[src/rtl/id_allocator_if.sv]
// Allocation, free and restore signals of the ID allocator, grouped in one bundle.
// master drives the requests; slave is the allocator itself.
interface id_allocator_if #(
    parameter int ID_WIDTH = 4,
    parameter int NUM_ROWS = 4,
    parameter int NUM_COLS = 4
);
    localparam int UID_W = $clog2(NUM_ROWS) + $clog2(NUM_COLS);

    // valid/ready: an allocation commits on any rising edge where alloc_valid && alloc_ready;
    // alloc_uid is meaningful only then. free_req has no backpressure and is never stalled.
    logic                alloc_valid;
    logic [ID_WIDTH-1:0] alloc_orig_id;
    logic                alloc_ready;
    logic [UID_W-1:0]    alloc_uid;
    logic                free_req;
    logic [UID_W-1:0]    free_uid;
    logic [UID_W-1:0]    restore_uid;
    logic [ID_WIDTH-1:0] restored_id;
    logic                free_err;

    modport master (
        output alloc_valid, alloc_orig_id, free_req, free_uid, restore_uid,
        input  alloc_ready, alloc_uid, restored_id, free_err
    );

    modport slave (
        input  alloc_valid, alloc_orig_id, free_req, free_uid, restore_uid,
        output alloc_ready, alloc_uid, restored_id, free_err
    );
endinterface

[src/rtl/id_allocator.sv]
// Maps original AXI IDs onto unique {row,col} IDs; one row is owned by one original ID at a time.
// Optional ID_ALLOCATOR_STATS_EN adds a registered outstanding_total count.
module id_allocator #(
    parameter int ID_WIDTH = 4,
    parameter int NUM_ROWS = 4,
    parameter int NUM_COLS = 4
) (
    input  logic clk,
    input  logic rst,
    id_allocator_if.slave bus
`ifdef ID_ALLOCATOR_STATS_EN
    ,
    output logic [$clog2(NUM_ROWS*NUM_COLS):0] outstanding_total
`endif
);
    localparam int ROW_W = $clog2(NUM_ROWS);
    localparam int COL_W = $clog2(NUM_COLS);
    localparam int UID_W = ROW_W + COL_W;
    localparam int CNT_W = COL_W + 1;

    logic                owned     [NUM_ROWS];
    logic [ID_WIDTH-1:0] owner_id  [NUM_ROWS];
    logic [COL_W-1:0]    alloc_ptr [NUM_ROWS];
    logic [CNT_W-1:0]    count     [NUM_ROWS];

    logic             match_found;
    logic [ROW_W-1:0] match_row;
    logic             empty_found;
    logic [ROW_W-1:0] empty_row;
    logic [ROW_W-1:0] sel_row;
    logic [ROW_W-1:0] free_row;
    logic [ROW_W-1:0] restore_row;
    logic             alloc_hs;
    logic             free_ok;
    logic             free_bad;
    logic             free_err_q;
    logic [NUM_ROWS-1:0] row_inc;
    logic [NUM_ROWS-1:0] row_dec;

    // Row indices are the upper bits of a UID; the shift keeps the whole UID in the expression.
    assign free_row    = ROW_W'(bus.free_uid >> COL_W);
    assign restore_row = ROW_W'(bus.restore_uid >> COL_W);

    always_comb begin
        match_found = 1'b0;
        match_row   = '0;
        empty_found = 1'b0;
        empty_row   = '0;
        for (int r = 0; r < NUM_ROWS; r++) begin
            if (owned[r] && (owner_id[r] == bus.alloc_orig_id)) begin
                match_found = 1'b1;
                match_row   = ROW_W'(r);
            end
            if (!owned[r] && !empty_found) begin
                empty_found = 1'b1;
                empty_row   = ROW_W'(r);
            end
        end
    end

    // A matching row takes priority even when full, so one ID never spans two rows.
    always_comb begin
        sel_row         = match_found ? match_row : empty_row;
        bus.alloc_ready = match_found ? (count[match_row] != CNT_W'(NUM_COLS)) : empty_found;
        bus.alloc_uid   = {sel_row, alloc_ptr[sel_row]};
        bus.restored_id = owner_id[restore_row];
    end

    assign alloc_hs     = bus.alloc_valid && bus.alloc_ready;
    assign free_ok      = bus.free_req && (count[free_row] != '0);
    assign free_bad     = bus.free_req && (count[free_row] == '0);
    assign bus.free_err = free_err_q;

    always_comb begin
        row_inc = '0;
        row_dec = '0;
        for (int r = 0; r < NUM_ROWS; r++) begin
            row_inc[r] = alloc_hs && (sel_row == ROW_W'(r));
            row_dec[r] = free_ok && (free_row == ROW_W'(r));
        end
    end

    // alloc_ptr is never cleared outside reset so it tracks the consumer's release pointer.
    always_ff @(posedge clk) begin
        if (rst) begin
            for (int r = 0; r < NUM_ROWS; r++) begin
                owned[r]     <= 1'b0;
                owner_id[r]  <= '0;
                alloc_ptr[r] <= '0;
                count[r]     <= '0;
            end
        end else begin
            for (int r = 0; r < NUM_ROWS; r++) begin
                if (row_inc[r]) begin
                    alloc_ptr[r] <= alloc_ptr[r] + COL_W'(1);
                    owner_id[r]  <= bus.alloc_orig_id;
                    owned[r]     <= 1'b1;
                end
                case ({row_inc[r], row_dec[r]})
                    2'b10: count[r] <= count[r] + CNT_W'(1);
                    2'b01: begin
                        count[r] <= count[r] - CNT_W'(1);
                        owned[r] <= (count[r] != CNT_W'(1));
                    end
                    default: ;
                endcase
            end
        end
    end

    always_ff @(posedge clk) begin
        if (rst) free_err_q <= 1'b0;
        else     free_err_q <= free_bad;
    end

`ifdef ID_ALLOCATOR_STATS_EN
    localparam int TOT_W = $clog2(NUM_ROWS*NUM_COLS) + 1;

    always_ff @(posedge clk) begin
        if (rst) begin
            outstanding_total <= '0;
        end else begin
            case ({alloc_hs, free_ok})
                2'b10:   outstanding_total <= outstanding_total + TOT_W'(1);
                2'b01:   outstanding_total <= outstanding_total - TOT_W'(1);
                default: ;
            endcase
        end
    end
`endif
endmodule

[src/flat_wrapper.sv]
// flat-port wrapper written by rule: the top's interface ports become plain ports
module id_allocator_flat 
#(
    parameter int ID_WIDTH = 4,
    parameter int NUM_ROWS = 4,
    parameter int NUM_COLS = 4
)
  (clk, rst, bus_alloc_valid, bus_alloc_orig_id, bus_free_req, bus_free_uid, bus_restore_uid, bus_alloc_ready, bus_alloc_uid, bus_restored_id, bus_free_err);
  id_allocator_if #(.ID_WIDTH(ID_WIDTH), .NUM_ROWS(NUM_ROWS), .NUM_COLS(NUM_COLS)) bus_i ();
  input  logic clk;
  input  logic rst;
  input wire logic [$bits(bus_i.alloc_valid)-1:0] bus_alloc_valid;
  input wire logic [$bits(bus_i.alloc_orig_id)-1:0] bus_alloc_orig_id;
  input wire logic [$bits(bus_i.free_req)-1:0] bus_free_req;
  input wire logic [$bits(bus_i.free_uid)-1:0] bus_free_uid;
  input wire logic [$bits(bus_i.restore_uid)-1:0] bus_restore_uid;
  output wire logic [$bits(bus_i.alloc_ready)-1:0] bus_alloc_ready;
  output wire logic [$bits(bus_i.alloc_uid)-1:0] bus_alloc_uid;
  output wire logic [$bits(bus_i.restored_id)-1:0] bus_restored_id;
  output wire logic [$bits(bus_i.free_err)-1:0] bus_free_err;
  assign bus_i.alloc_valid = bus_alloc_valid;
  assign bus_i.alloc_orig_id = bus_alloc_orig_id;
  assign bus_i.free_req = bus_free_req;
  assign bus_i.free_uid = bus_free_uid;
  assign bus_i.restore_uid = bus_restore_uid;
  assign bus_alloc_ready = bus_i.alloc_ready;
  assign bus_alloc_uid = bus_i.alloc_uid;
  assign bus_restored_id = bus_i.restored_id;
  assign bus_free_err = bus_i.free_err;
  id_allocator #(.ID_WIDTH(ID_WIDTH), .NUM_ROWS(NUM_ROWS), .NUM_COLS(NUM_COLS)) u_core (.clk(clk), .rst(rst), .bus(bus_i));
endmodule
[config.mk]
export PLATFORM = sky130hd
export DESIGN_NAME = id_allocator_flat
export DESIGN_NICKNAME = d
export VERILOG_FILES = /design/src/rtl/id_allocator_if.sv /design/src/rtl/id_allocator.sv /design/src/flat_wrapper.sv
export SDC_FILE = /design/constraint.sdc
export NUM_CORES = 1
export LEC_CHECK = 0
export CORE_ASPECT_RATIO = 0.5
export CORE_MARGIN = 2
export CORE_UTILIZATION = 58
export DETAILED_ROUTE_END_ITERATION = 7
export PLACE_DENSITY_LB_ADDON = 0.2
export SYNTH_ARGS = -nofsm -noshare
export SYNTH_HDL_FRONTEND = slang
export SYNTH_SLANG_ARGS = --single-unit
[constraint.sdc]
create_clock -name clk -period 3.3 [get_ports clk]
set_input_delay 0.495 -clock clk [delete_from_list [all_inputs] [get_ports clk]]
set_output_delay 0.495 -clock clk [all_outputs]
set_load 0.02 [all_outputs]
After elaboration in Yosys (flattened, before gate mapping):

Memory sizes are Yosys's and may differ from the RTL's.
Index checks and enable logic that the tools add are counted.

* mux-type cells: 78
* reductions and logical operators: 27
* add/sub/neg operators: 12
* equal/unequal tests: 23
* bitwise operators: 24

Operators with widths (number)
* 1-bit two-way mux: 57
* 3-bit two-way mux: 8
* 1-bit bitwise OR: 24
* 1-bit logical AND: 18
* 2-bit two-way mux: 9
* 2-bit equality test (second input constant): 8
* 4-bit equality test: 4
* 4-bit two-way mux: 4
* 3-bit by 1-bit adder with 3-bit output (second input constant): 4
* 2-bit by 1-bit equality test with 1-bit output (second input constant): 6
* 3-bit by 1-bit != test with 1-bit output (second input constant): 4
* 3-bit by 1-bit subtractor with 3-bit output (second input constant): 4
* 2-bit by 1-bit adder with 2-bit output (second input constant): 4
* 1-bit zero test: 5
* 2-bit zero test: 2
* 3-bit zero test: 1
* 3-bit != test (second input constant): 1
* 3-bit nonzero test: 1

* register bits after elaboration: 1
* output and inout bits: 10
* memories kept: 4
* word-level logic and storage cells: 169
* RAM bits: 40
* bits of input ports: 16

Memory list
* u_core.owner_id: depth 4, width 4, read ports 5, clocked after Yosys merged registers in 0, write ports 4, RTL line id_allocator.sv:22 `logic [ID_WIDTH-1:0] owner_id [NUM_ROWS];`
* u_core.count: depth 4, width 3, read ports 6, clocked after Yosys merged registers in 0, write ports 4, RTL line id_allocator.sv:24 `logic [CNT_W-1:0] count [NUM_ROWS];`
* u_core.alloc_ptr: depth 4, width 2, read ports 5, clocked after Yosys merged registers in 0, write ports 4, RTL line id_allocator.sv:23 `logic [COL_W-1:0] alloc_ptr [NUM_ROWS];`
* u_core.owned: depth 4, width 1, read ports 4, clocked after Yosys merged registers in 0, write ports 4, RTL line id_allocator.sv:21 `logic owned [NUM_ROWS];`

Depth between registers and ports, before layout:

Gate-level depths: netlist of the first run.
An unclocked memory read counts as a cell.

* depth in word-level cells: 19
* mapped depth: 10
* gate-level depth less buffers: 8

Worst setup path before layout of the first run:

Ideal clock, no wire load.

* kind: input port to output port
* start: input bus_alloc_orig_id[2]
* end: output bus_alloc_uid[0]
* stages: 8
* path buffers: 2
* arrival: 2209 ps
* data required time: 2805 ps
* setup slack: 596 ps
* cell sequence: buf_2 > xor2_1 > o41a_1 > o2bb2ai_1 > a21oi_2 > buf_4 > mux2i_1 > a21oi_1

* word-level cells in the longest chain between the ends: 8
* elaborated cells on any way between the ends: 17
* those cells by class: 4 x eq/ne; 8 x mux; 4 x reduce/logical; 1 x memory

RTL lines
* start, declared: RTL line flat_wrapper.sv:13 `input wire logic [$bits(bus_i.alloc_orig_id)-1:0] bus_alloc_orig_id;`
* 4-bit equality test: RTL line id_allocator.sv:50 `if (owned[r] && (owner_id[r] == bus.alloc_orig_id)) begin`
* 1-bit logical AND: RTL line id_allocator.sv:50
* 1-bit two-way mux (4 in a row): RTL line id_allocator.sv:50
* 2-bit two-way mux *: RTL line id_allocator.sv:63 `sel_row = match_found ? match_row : empty_row;`
* memory 4 x 2 bit *
* end, declared: RTL line flat_wrapper.sv:18 `output wire logic [$bits(bus_i.alloc_uid)-1:0] bus_alloc_uid;`

Every way passes the cells marked *; elsewhere a longest branch is shown, timed or not.

Worst setup path in the final report of the first run:

* start: input bus_alloc_orig_id[0]
* end: output bus_alloc_uid[1]

The elaborated chain is that of the path after synthesis.

==> reports/qor.yml, run 1 <==
skew_ns: 0.00810
power_density_nw_per_um2: 442
syn_to_final_growth_pct: 22.4
clkSinkCount: 41
cp_slowest_stage_delay_ns: 0.49
min_path_type: "reg2reg"
grt_usage_pct: 25.8
async_reset_ff_share_pct: 0
core_um2: 4490
cp_slowest_cell: "o41a_1"
viasPerCell: 5.85
fin_area_um2: 3380
period_share_pct: 97.6
drt-initial-drc-count: 151
cts_made_buffers: 5
ff2ff_setup_slack_ns: 0.53
critPathBufInv: 3
drive_above_1_share_pct: 20.1
clockBufferDepth: 2
max_slew_margin_pct: 68.4
drc: 0
num_rows: 17
drt-pass1-iter-count: 4
nets: 346
grt_max_degree: 14
cts-root-buf: "clkbuf_8"
synth_top_area_share_pct: 43.5
grt_pass1_wl_um: 10200
multiInputGateArea_um2: 1450
grt_pass1_vias: 2119
antenna_cells: 0
crit_family: "compound AO/OA/AOI/OAI gates"
status: "complete, no violations"
syn_area_um2: 2760
syn_inst: 263
period_needed_ns: 3.22
ys_warn_count: 0
ys_top_cells_by_count: "edfxtp_1, nor2_1, inv_1"
cts_tree: "built"
htree_levels: 2
finalMaxSlewViolations: 0
insertion_delay_ns: 0.29
drt_wl_total_um: 6500
drv_cap: 0
yosysMostFrequentCell: "edfxtp_1"
crit_required_ns: 2.80
crit_path_start_kind: "input pin"
synth_top_area_cell: "edfxtp_1"
synth_area_per_cell_um2: 10.5
die_height_um: 52.8
cp_max_fo: 7
die-width_um: 102
dp_hpwl_um: 5090
synth_edf_count: 40
cp-end-kind: "primary output"
start_util_pct: 61.6
setup-violations-final: 0
overflow: 0
place_area_um2: 3280
n_fill_cell: 310
worst_pin_slew_ns: 0.472
yosys-top-cells-area: "edfxtp_1, ha_1, mux4_2"
yosysUniqueCellTypes: 51
fmax_ghz: 0.310
synth_nets: 291
final-hold-violation-count: 0
antenna_found_initial: 0
crit_type: "in2out"
path_cells: "clkdlybuf4s50_1 > xor2_1 > o41a_1 > o2bb2ai_2 > a21oi_2 > buf_4 > nor2b_1 > a211oi_2 > a21oi_1 > clkdlybuf4s15_1"
ios: 26
ir_drop_v: 0.000224
port_buffers: 21
worstPathArrival_ns: 2.73
path_clk_slew_ns: 0.09
ys_ff_latch: 41
leakagePower_nw: 1.33
vias: 2253
hold_ws_ns: 0.607
seq_area_um2: 1220
postRouteAntennaNets: 0
wl_per_cell_um: 16.9
place_congestion: 0.893
dieArea_um2: 5370
yosys_most_used_dff: "edfxtp_1"
ys_seq_area_share_pct: 44.2
[power breakdown]
group / total, mW / internal (mW) / switching, mW
clock: 0.332 / 0.147 / 0.185
sequential: 0.695 / 0.640 / 0.0554
combinational: 0.468 / 0.219 / 0.249
[cell type report]
cell class,count,area share (%)
sequential,41,36.1
clock inverter,3,0.518
multi-input combinational,194,42.7
clock buffer,5,2.03
inverter,18,2.00
timing repair buffer,58,14.2
tap,66,2.44
[sequential cells by signal (all words and copies together), names as in the netlist]
name                 count
u_core.owner_id         16
u_core.count            12
u_core.alloc_ptr         8
u_core.owned             4
u_core.bus.free_err      1
[worst register-to-register path, cell delays in order (launching register included)]
cell and delay (ns):
edfxtp_1 0.43, xor2_1 0.22, o41a_1 0.26, buf_4 0.15, o211ai_1 0.10, buf_4 0.16
o41ai_4 0.47, a21o_1 0.23, nor3_1 0.10, or2_2 0.38
[cells by family (layout without fill, tap and decap cells)]
kind of cell               count (synthesis)  count (layout)  share of synthesized area, %
and+or+nand+nor                          106             106                          21.1
AOI/OAI and AO/OA                         46              46                          13.0
DFF                                       41              41                          44.2
buffers and inverters                     28              84                          4.16
xor gates and xnor gates                  22              22                          6.97
adders and majority gates                 12              12                          5.43
muxes                                      8               8                          5.16
[layout by cell type, fill, tap and decap left out, types with 6 or more instances in the layout]
cell type        instances
inv_1                   18
nand3_1                 12
xnor2_1                 12
clkdlybuf4s50_1         16
nor3_1                   6
a21oi_1                 10
nor2b_1                 11
nand2b_1                 8
buf_4                   37
nor2_1                  29
ha_1                    12
or3_1                    6
edfxtp_1                40
xor2_1                  10
nand2_1                  8
[final timing paths]
kind / start / to / cells past startpoint
worst min register to register: u_core.alloc_ptr[3][0] / u_core.alloc_ptr[3][0] / 1
worst min-delay path: u_core.alloc_ptr[3][0] / u_core.alloc_ptr[3][0] / 1
worst max register to register: u_core.owner_id[0][3] / u_core.owner_id[3][1] / 9
worst max-delay path: bus_alloc_orig_id[0] / bus_alloc_uid[1] / 10
[metrics by stage]
step | TNS [ns] | utilization [%] | instances | power (mW) | worst slack [ns]
finish | 0 | 75.4 | 385 | 1.49 | 0.0780
global route | -0.0215 | 75.4 | 385 | 1.56 | -0.0215
CTS | 0 | 75.1 | 384 | 1.48 | 0.00410
detailed placement | -0.917 | 73.1 | 376 | 1.17 | -0.236
global placement | -0.252 | 73.1 | 376 | 1.14 | -0.116
floorplan | 0 | - | 263 | 0.969 | 0.596
[what timing repair did]
| action | CTS | global route |
|---|---|---|
| setup endpoints to repair | 5 | 2 |
| hold buffers | 0 | 0 |
| pin swaps | 0 | 1 |
| cloned | 0 | 0 |
| resized for setup | 8 | 4 |
| buffers inserted | 0 | 1 |
[per-layer routing]
layer  track usage [%]  routed length (um)  up-vias
li1                  -                   -     1092
met1              35.6                2940     1075
met5                 0                   0        -
met4              5.86                  44        0
met3              4.93                 500        6
met2              42.5                3020       80
Power figures use the tool's default switching activity.
==> run 2: changes to the inputs <==
--- a/config.mk
+++ b/config.mk
@@ -9,7 +9,8 @@
 export CORE_MARGIN = 2
 export CORE_UTILIZATION = 58
 export DETAILED_ROUTE_END_ITERATION = 7
-export PLACE_DENSITY_LB_ADDON = 0.2
+export GPL_TIMING_DRIVEN = 0
+export PLACE_DENSITY = 0.91
 export SYNTH_ARGS = -nofsm -noshare
 export SYNTH_HDL_FRONTEND = slang
 export SYNTH_SLANG_ARGS = --single-unit
==> run 2 against run 1 <==
  * Non-clock buffer count fell by 32
  * Total power is 0.82% higher
  * Clock power increased by 21%
==> reports/qor.yml, run 2 (same netlist as run 1, synthesis figures left out) <==
dieArea_um2: 5370  # unchanged
mostFrequentLayoutCells: "edfxtp_1, nor2_1, inv_1"
place_ws_ns: -0.0727  # +0.163 ns
rsz0062_at_grt: "false"
antenna_found_initial: 0  # unchanged
cts_tree: "built"
hp-start: "u_core.alloc_ptr[3][0]"
r2r_cells: 7  # -2
clockBufferDepth: 2  # unchanged
place_area_um2: 3010  # -8.3%
period_share_pct: 97.6  # about the same
path_clk_slew_ns: 0.08  # about the same
fmax_ghz: 0.311  # about the same
ios: 26  # unchanged
dp_hpwl_um: 4990  # -2.1%
post_cts_buffers: 0  # unchanged
fin_area_um2: 3130  # -7.5%
crit_required_ns: 2.80  # about the same
drt_wl_total_um: 6590  # +1.4%
dp_cells: 345  # -8.2%
design_power_total_mw: 1.51  # +0.82%
min_to: "u_core.alloc_ptr[3][0]"
r2r-start: "u_core.owner_id[2][2]"
finalMaxSlewViolations: 0  # unchanged
grt_max_degree: 14  # unchanged
syn_to_final_growth_pct: 13.2
power_density_nw_per_um2: 482  # +9.0%
ff2ff_setup_slack_ns: 0.40  # -0.13 ns
drt-pass1-iter-count: 5  # +1
worst_pin_slew_ns: 0.723  # +0.251 ns
min_path_cells: 1  # unchanged
final-hold-violation-count: 0  # unchanged
viasPerCell: 6.30  # +7.7%
hold_buffers: 0  # unchanged
core_um2: 4490  # unchanged
grt_pass1_vias: 2108  # -0.52%
start_util_pct: 61.6  # unchanged
status: "complete, no violations"
largest_register: "u_core.owner_id"
leakagePower_nw: 1.17  # -12%
crit_path_start_kind: "flop"
setup_ws_ns: 0.0803  # +0.00235 ns
cts-root-buf: "clkbuf_8"
final_common_cell: "edfxtp_1"
insertion_delay_ns: 0.30  # about the same
port_buffers: 16  # -24%
drv_cap: 0  # unchanged
cp_max_fo: 10  # +3
wl_per_cell_um: 18.7  # +11%
max_slew_margin_pct: 51.5  # -17 points
ir_drop_v: 0.000216  # -3.6%
grt_pass1_wl_um: 10200  # -0.67%
htree_levels: 2  # unchanged
cts_made_buffers: 5  # unchanged
period_needed_ns: 3.22  # -0.00235 ns
place_congestion: 0.896  # +0.41%
antenna_cells: 0  # unchanged
crit_type: "reg2out"
largest_register_ffs: 16  # unchanged
cp-end-kind: "primary output"
setup-violations-final: 0  # unchanged
die_height_um: 52.8  # unchanged
hold_ws_ns: 0.620  # +0.0132 ns
reg_top3: "u_core.owner_id (16), u_core.count (12), u_core.alloc_ptr (8)"
clkSinkCount: 41  # unchanged
layout.cells.non_filler: 353  # -8.3%
drive_above_1_share_pct: 10.5  # -9.6 points
min_path_type: "reg2reg"
drt-initial-drc-count: 229  # +52%
worstPathArrival_ns: 2.72  # about the same
nets: 314  # -9.2%
overflow: 0  # unchanged
skew_ns: 0.00424  # -0.00386 ns
die-width_um: 102  # unchanged
grt_usage_pct: 25.8  # +0.073 points
vias: 2224  # -1.3%
postRouteAntennaNets: 0  # unchanged
drc: 0  # unchanged
r2r-end: "u_core.owned[1]"
num_rows: 17  # unchanged
==> run 2: changes by cell type in the layout (fill, tap and decap cells not counted), moves of 2 or more <==
cell	change
buf_2	+5
buf_4	-37
clkbuf_1	+3
clkdlybuf4s50_1	-2
==> run 2: critical path, stage by stage (launching register included) <==
cell and delay [ns]:
edfxtp_1 0.43, xor2_1 0.18, o41a_1 0.50, o2bb2ai_1 0.21, a21oi_2 0.22, buf_6 0.19, mux2i_1 0.27, a21oi_1 0.10
dlygate4sd2_1 0.32
==> run 2: area by class of cell <==
class | instances | area, um2
fillers | 313 | 1360
repair buffers | 16 | 158
plain buffers | 10 | 51.3
clock buffers | 5 | 68.8
flip-flops and latches | 41 | 1220
multi-input cells | 194 | 1440
inverters | 18 | 67.6
clock inverters | 3 | 41.3
well taps | 66 | 82.6
==> run 2: how the worst max path moves through the flow <==
stage / depth (start not counted) / from / slack (ns) / endpoint
2_1_floorplan: 8 / bus_alloc_orig_id[2] / 0.60 / bus_alloc_uid[0]
5_1_grt: 8 / u_core.owner_id[0][2] / 0.02 / bus_alloc_uid[1]
3_3_place_gp: 9 / bus_alloc_orig_id[2] / -0.001 / bus_alloc_uid[1]
4_1_cts: 8 / u_core.owner_id[0][2] / 0.07 / bus_alloc_uid[1]
3_5_place_dp: 9 / bus_alloc_orig_id[1] / -0.07 / bus_alloc_uid[1]
6_report: 8 / u_core.owner_id[0][2] / 0.08 / bus_alloc_uid[0]
==> run 2: per-layer routing <==
metal / global-route usage [%] / wire [um] / vias to the layer above
met5: 0 / 0 / -
met4: 11.5 / 112 / 0
met3: 5.87 / 559 / 16
met2: 44.5 / 3220 / 127
met1: 31.5 / 2710 / 1057
li1: - / - / 1024
==> run 2: repair_timing <==
item / in CTS / in global routing
resized for setup: 2 / 3
setup endpoints to repair: 2 / 4
pin swaps: 0 / 1
==> run 2: through the flow <==
stage	setup TNS [ns]	utilization, %
after floorplan	0	-
after global placement	-0.00250	67.0
after detailed placement	-0.133	67.0
after CTS	0	69.4
after global routing	0	69.7
final	0	69.7
==> run 2: power breakdown <==
group          switching (mW)  internal (mW)
Combinational           0.240          0.167
Sequential             0.0571          0.641
Clock                   0.180          0.223
